### src/rtl/button_conditioner.sv
// Multi-channel push-button conditioner: synchronizer, symmetric debounce,
// press/release edge pulses, one-shot long-press and optional auto-repeat.
// One shared sample counter produces the tick that paces every channel.

module button_conditioner_ch #(
    parameter int   PULSE_CNT_MAX  = 200,
    parameter int   LONG_CNT_MAX   = 2000,
    parameter int   REPEAT_CNT_MAX = 200,
    parameter logic REPEAT_ON      = 1'b1
) (
    input  logic clk,
    input  logic rst_n,
    input  logic tick,
    input  logic in,
    output logic level,
    output logic press_pulse,
    output logic release_pulse,
    output logic long_pulse,
    output logic repeat_pulse
);
    localparam int DW    = $clog2(PULSE_CNT_MAX + 1);
    localparam int HMAX  = (LONG_CNT_MAX > REPEAT_CNT_MAX) ? LONG_CNT_MAX : REPEAT_CNT_MAX;
    localparam int HW    = ($clog2(HMAX) < 1) ? 1 : $clog2(HMAX);

    typedef enum logic [1:0] {IDLE, HELD, LONG} hold_t;

    logic          s1, s2;
    logic [DW-1:0] dcnt;
    logic          chg, press_ev, rel_ev;
    hold_t         state, state_nxt;
    logic [HW-1:0] hcnt, hcnt_nxt;
    logic          long_ev, rep_ev;

    // Two-flop synchronizer; only s2 is ever sampled downstream.
    always_ff @(posedge clk or negedge rst_n) begin
        if (!rst_n) begin
            s1 <= 1'b0;
            s2 <= 1'b0;
        end else begin
            s1 <= in;
            s2 <= s1;
        end
    end

    // A level change is accepted on the tick that completes the disagreeing run.
    assign chg      = tick && (s2 != level) && (dcnt == DW'(PULSE_CNT_MAX - 1));
    assign press_ev = chg &&  s2;
    assign rel_ev   = chg && !s2;

    // Debounce counter and level; any agreeing sample restarts the run.
    always_ff @(posedge clk or negedge rst_n) begin
        if (!rst_n) begin
            dcnt          <= '0;
            level         <= 1'b0;
            press_pulse   <= 1'b0;
            release_pulse <= 1'b0;
        end else begin
            press_pulse   <= press_ev;
            release_pulse <= rel_ev;
            if (tick) begin
                if (s2 == level) begin
                    dcnt <= '0;
                end else if (chg) begin
                    level <= s2;
                    dcnt  <= '0;
                end else begin
                    dcnt <= dcnt + DW'(1);
                end
            end
        end
    end

    // Hold FSM state, hold counter and registered gesture pulses.
    always_ff @(posedge clk or negedge rst_n) begin
        if (!rst_n) begin
            state        <= IDLE;
            hcnt         <= '0;
            long_pulse   <= 1'b0;
            repeat_pulse <= 1'b0;
        end else begin
            state        <= state_nxt;
            hcnt         <= hcnt_nxt;
            long_pulse   <= long_ev;
            repeat_pulse <= rep_ev;
        end
    end

    // Next-state logic; a release edge overrides any long/repeat event.
    always_comb begin
        state_nxt = state;
        hcnt_nxt  = hcnt;
        long_ev   = 1'b0;
        rep_ev    = 1'b0;
        case (state)
            IDLE: begin
                hcnt_nxt = '0;
                if (press_ev) state_nxt = HELD;
            end
            HELD: begin
                if (tick) begin
                    if (hcnt == HW'(LONG_CNT_MAX - 1)) begin
                        long_ev   = 1'b1;
                        hcnt_nxt  = '0;
                        state_nxt = LONG;
                    end else begin
                        hcnt_nxt = hcnt + HW'(1);
                    end
                end
            end
            LONG: begin
                if (tick) begin
                    if (hcnt == HW'(REPEAT_CNT_MAX - 1)) begin
                        rep_ev   = REPEAT_ON;
                        hcnt_nxt = '0;
                    end else begin
                        hcnt_nxt = hcnt + HW'(1);
                    end
                end
            end
            default: begin
                state_nxt = IDLE;
                hcnt_nxt  = '0;
            end
        endcase
        if (rel_ev) begin
            state_nxt = IDLE;
            hcnt_nxt  = '0;
            long_ev   = 1'b0;
            rep_ev    = 1'b0;
        end
    end
endmodule

module button_conditioner #(
    parameter int               WIDTH          = 4,
    parameter int               SAMPLE_CNT_MAX = 50000,
    parameter int               PULSE_CNT_MAX  = 200,
    parameter int               LONG_CNT_MAX   = 2000,
    parameter int               REPEAT_CNT_MAX = 200,
    parameter logic [WIDTH-1:0] REPEAT_EN      = {WIDTH{1'b1}}
) (
    input  logic             clk,
    input  logic             rst_n,
    input  logic [WIDTH-1:0] in,
    output logic [WIDTH-1:0] level,
    output logic [WIDTH-1:0] press_pulse,
    output logic [WIDTH-1:0] release_pulse,
    output logic [WIDTH-1:0] long_pulse,
    output logic [WIDTH-1:0] repeat_pulse
);
    localparam int SW = $clog2(SAMPLE_CNT_MAX);

    logic [SW-1:0] scnt;
    logic          tick;

    assign tick = (scnt == SW'(SAMPLE_CNT_MAX - 1));

    // Free-running sample divider shared by all channels.
    always_ff @(posedge clk or negedge rst_n) begin
        if (!rst_n)    scnt <= '0;
        else if (tick) scnt <= '0;
        else           scnt <= scnt + SW'(1);
    end

    for (genvar i = 0; i < WIDTH; i++) begin : g_ch
        button_conditioner_ch #(
            .PULSE_CNT_MAX (PULSE_CNT_MAX),
            .LONG_CNT_MAX  (LONG_CNT_MAX),
            .REPEAT_CNT_MAX(REPEAT_CNT_MAX),
            .REPEAT_ON     (REPEAT_EN[i])
        ) u_ch (
            .clk          (clk),
            .rst_n        (rst_n),
            .tick         (tick),
            .in           (in[i]),
            .level        (level[i]),
            .press_pulse  (press_pulse[i]),
            .release_pulse(release_pulse[i]),
            .long_pulse   (long_pulse[i]),
            .repeat_pulse (repeat_pulse[i])
        );
    end
endmodule
### config.mk
export PLATFORM = sky130hd
export DESIGN_NAME = button_conditioner
export DESIGN_NICKNAME = d
export VERILOG_FILES = /design/src/rtl/button_conditioner.sv
export SDC_FILE = /design/constraint.sdc
export NUM_CORES = 1
export LEC_CHECK = 0
export ABC_AREA = 1
export CORE_ASPECT_RATIO = 1.25
export CORE_UTILIZATION = 56
export DETAILED_ROUTE_END_ITERATION = 10
export PLACE_DENSITY = 0.77
export SLEW_MARGIN = 15
export SYNTH_ARGS = -nofsm -noshare
export SYNTH_HDL_FRONTEND = slang
export SYNTH_SLANG_ARGS = --single-unit
### constraint.sdc
create_clock -name clk -period 1.75 [get_ports clk]
set_clock_uncertainty 0.15 [all_clocks]
set_input_delay 0.35 -clock clk [delete_from_list [all_inputs] [get_ports clk]]
set_output_delay 0.35 -clock clk [all_outputs]
set_load 0.005 [all_outputs]
==> results of run 1 <==
cell families after synthesis:
kind of cell	count (synthesis)	share of synthesized area (%)
and+or+nand+nor	479	29.05
buffers and inverters	171	10.13
DFF	128	44.01
AOI/OAI and AO/OA	81	6.498
xor gates and xnor gates	50	6.017
adders and majority gates	25	4.298
per-layer routing:
| metal | wire [µm] | global-route usage [%] | vias up |
|---|---|---|---|
| li1 | - | - | 3323 |
| met2 | 12060 | 55.92 | 453 |
| met1 | 8421 | 32.49 | 3511 |
| met5 | 0 | 0 | - |
| met4 | 1733 | 15.55 | 0 |
| met3 | 1585 | 6.087 | 159 |
final cells by class:
type	count	area, µm²	share of cell area, %
Clock buffer	17	425.4	4.149
Clock inverter	15	186.4	1.818
Inverter	133	521.8	5.089
Multi-Input combinational cell	637	3979	38.81
Sequential cell	128	3203	31.24
Tap cell	168	210.2	2.050
Timing Repair Buffer	192	1727	16.84
power by group through the flow:
stage          clock network (mW)  registers, mW  logic, mW
2_1_floorplan                   0           3.03    0.00728
3_3_place_gp                    0           3.03     0.0929
3_5_place_dp                    0           3.03     0.0949
4_1_cts                      3.70           2.98     0.0989
5_1_grt                      3.87           2.98      0.114
6_report                     3.71           2.98     0.0991
registers in the layout, indices dropped and copies added (netlist names):
name                     cells
g_ch.u_ch.hcnt              44
g_ch.u_ch.dcnt              32
scnt                        16
g_ch.u_ch.state              8
g_ch.u_ch.level              4
g_ch.u_ch.long_pulse         4
g_ch.u_ch.press_pulse        4
g_ch.u_ch.release_pulse      4
g_ch.u_ch.repeat_pulse       4
g_ch.u_ch.s1                 4
g_ch.u_ch.s2                 4
synth_stat cells, types with 3 or more instances:
cell and number:
a21oi_1 16, a22o_1 4, buf_2 7, buf_4 21, clkbuf_1 8, dfrtp_1 128
ha_1 25, inv_1 128, inv_2 5, nand2_1 217, nand2_2 7, nand3_1 73
nand3_2 3, nand3b_1 4, nand4_1 31, nor2_1 113, nor2_2 4, nor2_4 3
nor3_1 15, nor4_1 3, o21ai_0 29, o21ai_1 9, o22ai_1 8, o31ai_1 7
xnor2_1 9, xor2_1 41
worst paths after layout:
check | from | end | slack, ns | depth (start not counted)
max in group asynchronous | rst_n | g_ch[1].u_ch.s2 | 0.65 | 3
max | scnt[1] | g_ch[3].u_ch.state[0] | -0.44 | 12
min in group asynchronous | rst_n | g_ch[0].u_ch.dcnt[5] | 0.21 | 2
min | in[0] | g_ch[0].u_ch.s1 | 0.19 | 1
min reg2reg | g_ch[1].u_ch.s1 | g_ch[1].u_ch.s2 | 0.20 | 0
max reg2reg | scnt[1] | g_ch[3].u_ch.state[0] | -0.44 | 12
through the flow:
step / total power, mW / setup TNS [ns] / std cells
final: 6.788 / -24.38 / 1290
after global routing: 6.962 / -28.55 / 1290
after CTS: 6.772 / -8.438 / 1267
after detailed placement: 3.124 / -10.66 / 1215
after global placement: 3.121 / -5.593 / 1215
after floorplan: 3.035 / -2.687 / 934
placed cells by master (no fill, tap or decap), types with 4 or more instances in the layout:
cell and instances:
ha_1 18, a21oi_2 4, ha_2 6, xor2_1 41, nor3_1 9, nor3_4 4
inv_4 4, clkdlybuf4s50_1 4, nand3b_1 4, nand3_1 50, nor2_4 17, nand2_2 28
nor2_2 13, clkbuf_16 17, o22ai_1 4, o21ai_1 24, nand4_1 31, inv_2 10
inv_1 117, nand2_4 8, o21ai_0 11, buf_12 6, nand3_2 25, dfrtp_1 128
xnor2_1 9, nand2_1 188, a22o_1 4, buf_6 29, a21oi_1 11, nor2_1 90
o31ai_1 4, buf_4 129, dlygate4sd2_1 17, clkinvlp_4 7
worst register-to-register path: cells and delay by family (launching register included):
family	cells	cell delay [ns]
DFF	1	0.44
adders and majority gates	1	0.20
and+or+nand+nor	8	0.94
buffers and inverters	3	0.36
timing repair:
action | CTS | global route
hold endpoints to repair | 71 | 0
setup buffers | 17 | 21
resized for setup | 126 | 104
pin swaps | 28 | 26
endpoints found under the setup margin | 112 | 119
gates cloned | 3 | 3
hold buffers | 1 | 0
==> impl_metrics.ini, run 1 <==
[status]
status = finished with violations
violations = negative setup slack

[worst_setup_path]
path_buf_inv = 3
path_delay_family = simple AND/OR/NAND/NOR gates
crit_type = flop to flop
cp.arrival_ns = 2.37
end_kind = flop
cp-start-kind = flop
crit_chain = ha_4 > nand3_1 > nor2_4 > buf_6 > nand3_2 > nor2_4 > buf_4 > nor2_1 > inv_1 > nand3_1 > nand2_1 > nand2_1
crit_required_ns = 1.93
cp_slowest_cell = dfrtp_1
path_max_fanout = 3
slowest_delay_ns = 0.44

[layout]
drive_gt1_share_pct = 31.02
antenna_cells = 0
fin_area_mm2 = 0.01025
final_util_pct = 80.97
fin_nets = 1140
areaGrowthSynthToFinish_pct = 40.86
fill_cells = 715

[synthesis]
avgSynthCellArea_um2 = 7.793
synth_top_area_share_pct = 44.01
yosys.area.top_type = dfrtp_1
syn_inst = 934
synth_warnings = 0
synth_area_leaders = dfrtp_1 44%, nand2_1 11%, inv_1 6.6%
ys_seq_elements = 128
ys_types = 39
ys_seq_area_share_pct = 44.01
synthFlopType = dfrtp_1
synth_fp_nets = 965
syn_area_mm2 = 0.007278
synth-async-reset-ratio_pct = 100.0
synth_edf_count = 0

[sta]
max_slew.worst_pin.slew_ns = 0.4724
fin_hold_ws_ns = 0.1905
grt_setup_unrepaired = true
slew_violations = 0
max_freq_mhz = 455.9
fin_ws_ns = -0.4436
post-route-min-period_ns = 2.194
finalCritPeriodShare_pct = 125.4
hold_viol = 0
setup_violations = 118
max_slew_margin_pct = 68.40

[clock_network]
cts.clk_slew.worst_paths_ns = 0.06
cts_buffers = 17
insertion_delay_ns = 0.45
clkSinkCount = 128
tritoncts = done
h-tree-depth = 4
clockRootBuffer = clkbuf_16
clock_path_buffers = 2

[grt]
grt_pass1_vias = 6871
grt_max_degree = 45
grt_usage_pct = 30.06
grt.overflow.total = 0
antenna_found_initial = 0
grt_pass1_wl_mm = 31.81

[drt]
initialDrtViolationCount = 662
vias_per_cell = 5.772
route.detailed.drc = 0
vias = 7446
routed_wl_mm = 23.80
firstDrtPassIters = 6
ant_nets = 0
wl_per_cell_um = 18.45

[die]
die-height_um = 129.5
ios = 26
placeableCoreArea_mm2 = 0.01266
initial_core_util_pct = 57.48
fp.dieW_um = 104.0
num_rows = 46
die_area_mm2 = 0.01346

[min_path]
hp-class = input port to flop

[power]
p_comb_share_pct = 1.5
power_frac_clock_pct = 54.7
internal_power_mw = 5.241
p_sw_mw = 1.547
p_sw_share_pct = 22.79
p_seq_share_pct = 43.9
power_leakage_nw = 5.097
ir_drop_uv = 527.0
powerDensity_mw_per_mm2 = 662.1

[place]
io_buffer_count = 25
post-place-ws_ns = -0.2513
hpwlAfterDp_mm = 11.58
place_area_mm2 = 0.008541
gp_congestion = 0.8668

[run]
maxCapViolations = 0
Note: power is estimated with default switching activity, not from simulation.
==> run 2, diff against run 1 <==
--- a/config.mk
+++ b/config.mk
@@ -9,7 +9,8 @@
 export CORE_ASPECT_RATIO = 1.25
 export CORE_UTILIZATION = 56
 export DETAILED_ROUTE_END_ITERATION = 10
-export PLACE_DENSITY = 0.77
+export PLACE_DENSITY_LB_ADDON = 0.15
+export REMOVE_ABC_BUFFERS = 1
 export SLEW_MARGIN = 15
 export SYNTH_ARGS = -nofsm -noshare
 export SYNTH_HDL_FRONTEND = slang
==> run 2 against run 1 <==
  * The flow still finishes with violations (negative setup slack)
  * Combinational power up 4%
  * Worst hold slack improved by 0.0077 ns
  * Routed wire length rose by 1.7%
  * Sequential power hardly changed
  * Via count rose by 0.62%
  * Critical path type unchanged
  * Critical endpoint is now g_ch[2].u_ch.dcnt[2]
  * Largest cell class unchanged
  * Highest routed layer unchanged
==> impl_metrics.ini, run 2 (synthesis gave the netlist of run 1 again) <==
[clock_network]
cts.clk_slew.worst_paths_ns = 0.06
tritoncts = done
clkSinkCount = 128
clockRootBuffer = clkbuf_16
h-tree-depth = 4
clock_path_buffers = 2
cts_buffers = 17
insertion_delay_ns = 0.43

[min_path]
whs_endpoint = g_ch[1].u_ch.s2
holdPathStages = 0
hp-class = flop to flop
hold_start = g_ch[1].u_ch.s1

[worst_setup_path]
rrSetupSlack_ns = -0.42
crit_required_ns = 1.89
reg2reg_from = scnt[6]
crit_type = flop to flop
r2r_end = g_ch[2].u_ch.dcnt[2]
crit_cells = 10
reg2regPathDepth = 10
path_delay_family = simple AND/OR/NAND/NOR gates
cp.arrival_ns = 2.31
cp-start-kind = flop
path_buf_inv = 4
slowest_delay_ns = 0.38
cp_slowest_cell = dfrtp_1
path_max_fanout = 6
end_kind = flop
crit_chain = inv_2 > nor2_4 > nand2_2 > nor2_4 > buf_12 > buf_6 > nand3_4 > nor2_1 > inv_2 > o31ai_1
critPathLaunch = scnt[6]

[place]
io_buffer_count = 25
hpwlAfterDp_mm = 11.11
gp_congestion = 0.8378
place_inst = 1205

[drt]
firstDrtPassIters = 6
initialDrtViolationCount = 618
vias_per_cell = 5.821
routed_wl_mm = 24.19
ant_nets = 0
wl_per_cell_um = 18.80
route.detailed.drc = 0
vias = 7492

[sta]
grt_setup_unrepaired = true
max_freq_mhz = 460.8
max_slew_margin_pct = 76.50
post-route-min-period_ns = 2.170
finalCritPeriodShare_pct = 124.0
fin_ws_ns = -0.4200
setup_violations = 116
max_slew.worst_pin.slew_ns = 0.3498
setup_tns_ns = -23.01
hold_viol = 0
slew_violations = 0

[layout]
fin_nets = 1139
final_cell_mix = 191 x nand2_1, 126 x dfrtp_1, 114 x buf_4
largest_register_ffs = 44
antenna_cells = 0
areaGrowthSynthToFinish_pct = 46.05
fill_cells = 660
finalNonFillerCells = 1287
reg.largest.list = g_ch.u_ch.hcnt (44), g_ch.u_ch.dcnt (32), scnt (16)
regMostFlops = g_ch.u_ch.hcnt
final_common_cell = nand2_1
drive_gt1_share_pct = 33.24

[grt]
grt_max_degree = 43
grt.overflow.total = 0
use_met1_pct = 32.79
grtUsageMet2_pct = 52.90
grt_pass1_wl_mm = 30.84
grt_use_met3_pct = 4.427
grt.busiest_layer = met2
grt_usage_pct = 28.45
antenna_found_initial = 0
grt_pass1_vias = 6749

[run]
maxCapViolations = 0

[die]
num_rows = 46
fp.dieW_um = 104.0
placeableCoreArea_mm2 = 0.01266
ios = 26
die_area_mm2 = 0.01346
die-height_um = 129.5
initial_core_util_pct = 57.48

[status]
violations = negative setup slack
status = finished with violations

[power]
p_sw_share_pct = 21.46
p_comb_share_pct = 1.6
power_leakage_nw = 5.137
internal_power_mw = 5.153
p_seq_share_pct = 45.4
powerDensity_mw_per_mm2 = 617.3
ir_drop_uv = 770.7
power_frac_clock_pct = 53.0
p_sw_mw = 1.408
[run 2: cell count changes in the layout (fill, tap and decap cells not counted), moves of 5 or more]
cell	change
dlygate4sd2_1	-9
o21ai_2	+8
nor2_1	-6
nand2_2	-11
nand3_4	+9
buf_4	-15
clkbuf_8	+6
clkinvlp_4	-6
nand2_4	+5
nand3_1	-10
clkdlybuf4s50_1	+6
[run 2: per-stage QoR]
stage / util (%) / cell area [µm²] / setup WS [ns] / hold WS [ns] / power, mW
6_report: 83.95 / 10630 / -0.4200 / 0.1982 / 6.562
5_1_grt: 83.95 / 10630 / -0.4585 / 0.2083 / 6.702
4_1_cts: 77.11 / 9764 / -0.1798 / 0.1989 / 6.540
3_5_place_dp: 66.62 / 8436 / -0.2709 / 0.09920 / 3.124
3_3_place_gp: 66.62 / 8436 / -0.1990 / 0.09546 / 3.122
2_1_floorplan: - / 7041 / -0.4517 / -0.09559 / 3.035
[run 2: how the worst max path moves through the flow]
stage / endpoint / slack [ns]
after floorplan: g_ch[1].u_ch.state[0] / -0.45
after global placement: g_ch[3].u_ch.hcnt[10] / -0.20
after detailed placement: g_ch[3].u_ch.hcnt[7] / -0.27
after CTS: g_ch[2].u_ch.state[0] / -0.18
after global routing: g_ch[0].u_ch.hcnt[2] / -0.46
final: g_ch[2].u_ch.dcnt[2] / -0.42
[run 2: worst register-to-register path, stage by stage (launching register included)]
cell     delay, ns
dfrtp_1       0.38
inv_2         0.07
nor2_4        0.14
nand2_2       0.10
nor2_4        0.17
buf_12        0.14
buf_6         0.10
nand3_4       0.07
nor2_1        0.26
inv_2         0.14
o31ai_1       0.33
[run 2: layer usage]
metal  part of all wire [%]  routed length, µm  vias up
met4                    6.0               1449        0
li1                       -                  -     3324
met1                     37               8869     3639
met5                      0                  0        -
met2                     52              12460      378
met3                    5.8               1411      151
[run 2: what timing repair did]
| item | CTS | global route |
|---|---|---|
| resized for setup | 132 | 182 |
| endpoints found under the setup margin | 110 | 123 |
| hold endpoints to repair | 108 | 0 |
| pin swaps | 46 | 52 |
| cloned | 6 | 5 |
| hold buffers | 1 | 0 |
| buffers inserted | 29 | 17 |
[run 2: cell type report]
| type | count | area, µm² | area share (%) |
|---|---|---|---|
| clock inverter | 5 | 52.55 | 0.4944 |
| sequential | 128 | 3206 | 30.16 |
| timing repair buffer | 190 | 1843 | 17.34 |
| inverter | 133 | 546.8 | 5.144 |
| multi-input combinational | 638 | 4257 | 40.04 |
| tap | 168 | 210.2 | 1.977 |
| clock buffer | 25 | 515.5 | 4.849 |
[run 2: power groups by stage]
stage / Combinational, mW / Clock (mW) / Sequential [mW]
2_1_floorplan: 0.00728 / 0 / 3.03
3_3_place_gp: 0.0948 / 0 / 3.03
3_5_place_dp: 0.0958 / 0 / 3.03
4_1_cts: 0.102 / 3.46 / 2.98
5_1_grt: 0.117 / 3.61 / 2.98
6_report: 0.103 / 3.48 / 2.98
==> run 3, diff against run 2 <==
--- a/config.mk
+++ b/config.mk
@@ -10,6 +10,7 @@
 export CORE_UTILIZATION = 56
 export DETAILED_ROUTE_END_ITERATION = 10
 export PLACE_DENSITY_LB_ADDON = 0.15
+export RECOVER_POWER = 50
 export REMOVE_ABC_BUFFERS = 1
 export SLEW_MARGIN = 15
 export SYNTH_ARGS = -nofsm -noshare
==> run 3 against run 2 <==
  * Critical path depth unchanged
  * The run still ends with negative setup slack left
  * Non-clock buffer count unchanged
  * Worst setup slack better by 0.0011 ns
  * Sequential share of layout area up 0.068 points
  * Sequential power about the same
  * Highest routed layer unchanged
  * Maximum frequency about the same
  * Register-to-register slack about the same
  * Worst hold slack better by 0.0015 ns
==> impl_metrics.ini, run 3 (synthesis gave the netlist of run 1 again) <==
[clock_network]
tritoncts = done
clock_path_buffers = 2
clockRootBuffer = clkbuf_16
cts.clk_slew.worst_paths_ns = 0.05
cts_buffers = 17
clkSinkCount = 128
h-tree-depth = 4
insertion_delay_ns = 0.43

[grt]
grt_pass1_vias = 6749
grt_max_degree = 43
antenna_found_initial = 0
grt_usage_pct = 28.45
grt.overflow.total = 0
grt_pass1_wl_mm = 30.84

[layout]
final_common_cell = nand2_1
final_cell_mix = 191 x nand2_1, 126 x dfrtp_1, 114 x buf_4
antenna_cells = 0
fin_nets = 1139
drive_gt1_share_pct = 33.24
areaGrowthSynthToFinish_pct = 45.73
reg.largest.list = g_ch.u_ch.hcnt (44), g_ch.u_ch.dcnt (32), scnt (16)
largest_register_ffs = 44
final_util_pct = 83.76
regMostFlops = g_ch.u_ch.hcnt

[worst_setup_path]
crit_type = flop to flop
cp_slowest_cell = dfrtp_1
end_kind = flop
path_max_fanout = 6
cp-start-kind = flop
crit_chain = inv_2 > nor2_4 > nand2_2 > nor2_4 > buf_12 > buf_6 > nand3_4 > nor2_1 > inv_2 > o31ai_1
cp.arrival_ns = 2.31
crit_required_ns = 1.89
slowest_delay_ns = 0.38

[power]
ir_drop_uv = 767.8
power_mw = 6.547
powerDensity_mw_per_mm2 = 617.3
power_leakage_nw = 5.130

[sta]
hold_viol = 0
post-route-min-period_ns = 2.169
slew_violations = 0
setup_violations = 117
max_slew_margin_pct = 48.75
max_freq_mhz = 461.1
grt_setup_unrepaired = true
fin_ws_ns = -0.4189
finalCritPeriodShare_pct = 123.9
max_slew.worst_pin.slew_ns = 0.7687

[drt]
route.detailed.drc = 0
initialDrtViolationCount = 542
ant_nets = 0
vias_per_cell = 5.807
vias = 7473
firstDrtPassIters = 5
routed_wl_mm = 24.13
wl_per_cell_um = 18.75

[die]
die-height_um = 129.5
initial_core_util_pct = 57.48
die_area_mm2 = 0.01346
fp.dieW_um = 104.0
placeableCoreArea_mm2 = 0.01266
num_rows = 46
ios = 26

[status]
violations = negative setup slack
status = finished with violations

[run]
maxCapViolations = 0

[min_path]
hp-class = flop to flop

[place]
io_buffer_count = 25
gp_congestion = 0.8378
hpwlAfterDp_mm = 11.11
run 3: worst max-delay path: cells and delay by family (launching register included):
family / cells / cell delay, ns
AO/OA/AOI/OAI: 1 / 0.32
buffers and inverters: 4 / 0.45
flip-flops: 1 / 0.38
AND/OR/NAND/NOR: 5 / 0.75
run 3: final cells by class:
class	count	area, µm²
well taps	168	210.2
repair buffers	190	1819
clock inverters	5	52.55
inverters	133	546.8
clock buffers	25	515.5
flip-flops and latches	128	3206
multi-input cells	638	4257
fillers	665	2056
run 3: routing by layer:
metal | share of wire [%] | routed length, µm | GRT usage (%) | vias to the layer above
met4 | 6.2 | 1496 | 11.76 | 0
met1 | 37 | 8841 | 32.79 | 3604
met3 | 5.9 | 1413 | 4.427 | 149
li1 | - | - | - | 3321
met5 | 0 | 0 | 0 | -
met2 | 51 | 12370 | 52.90 | 399
run 3: through the flow:
| step | instances | hold slack, ns | TNS (ns) | setup WS (ns) | cell area (µm²) |
|---|---|---|---|---|---|
| 2_1_floorplan | 896 | -0.09559 | -19.78 | -0.4517 | 7041 |
| 3_3_place_gp | 1205 | 0.09546 | -9.472 | -0.1990 | 8436 |
| 3_5_place_dp | 1205 | 0.09920 | -13.98 | -0.2709 | 8436 |
| 4_1_cts | 1269 | 0.1989 | -6.807 | -0.1798 | 9764 |
| 5_1_grt | 1287 | 0.2083 | -30.61 | -0.4585 | 10610 |
| 6_report | 1287 | 0.1998 | -22.76 | -0.4189 | 10610 |
run 3: where the power goes:
| group | leakage [nW] | switching, mW | internal (mW) |
|---|---|---|---|
| logic | 3.10 | 0.0764 | 0.0172 |
| clock network | 0.281 | 1.32 | 2.16 |
| registers | 1.75 | 0.00748 | 2.97 |
run 3: final timing paths:
check,startpoint,slack [ns],cells after the start,to
max,scnt[6],-0.42,10,g_ch[2].u_ch.dcnt[2]
min,g_ch[1].u_ch.s1,0.20,0,g_ch[1].u_ch.s2
max reg2reg,scnt[6],-0.42,10,g_ch[2].u_ch.dcnt[2]
min reg2reg,g_ch[1].u_ch.s1,0.20,0,g_ch[1].u_ch.s2
max in group asynchronous,rst_n,0.19,3,scnt[1]
min in group asynchronous,rst_n,0.40,2,g_ch[3].u_ch.release_pulse
run 3: timing repair:
item,in CTS,in global routing
pin swaps,46,52
gates resized for setup,132,182
endpoints found under the hold margin,108,0
buffers inserted,29,17
setup endpoints to repair,110,123
hold buffers,1,0
gates cloned,6,5
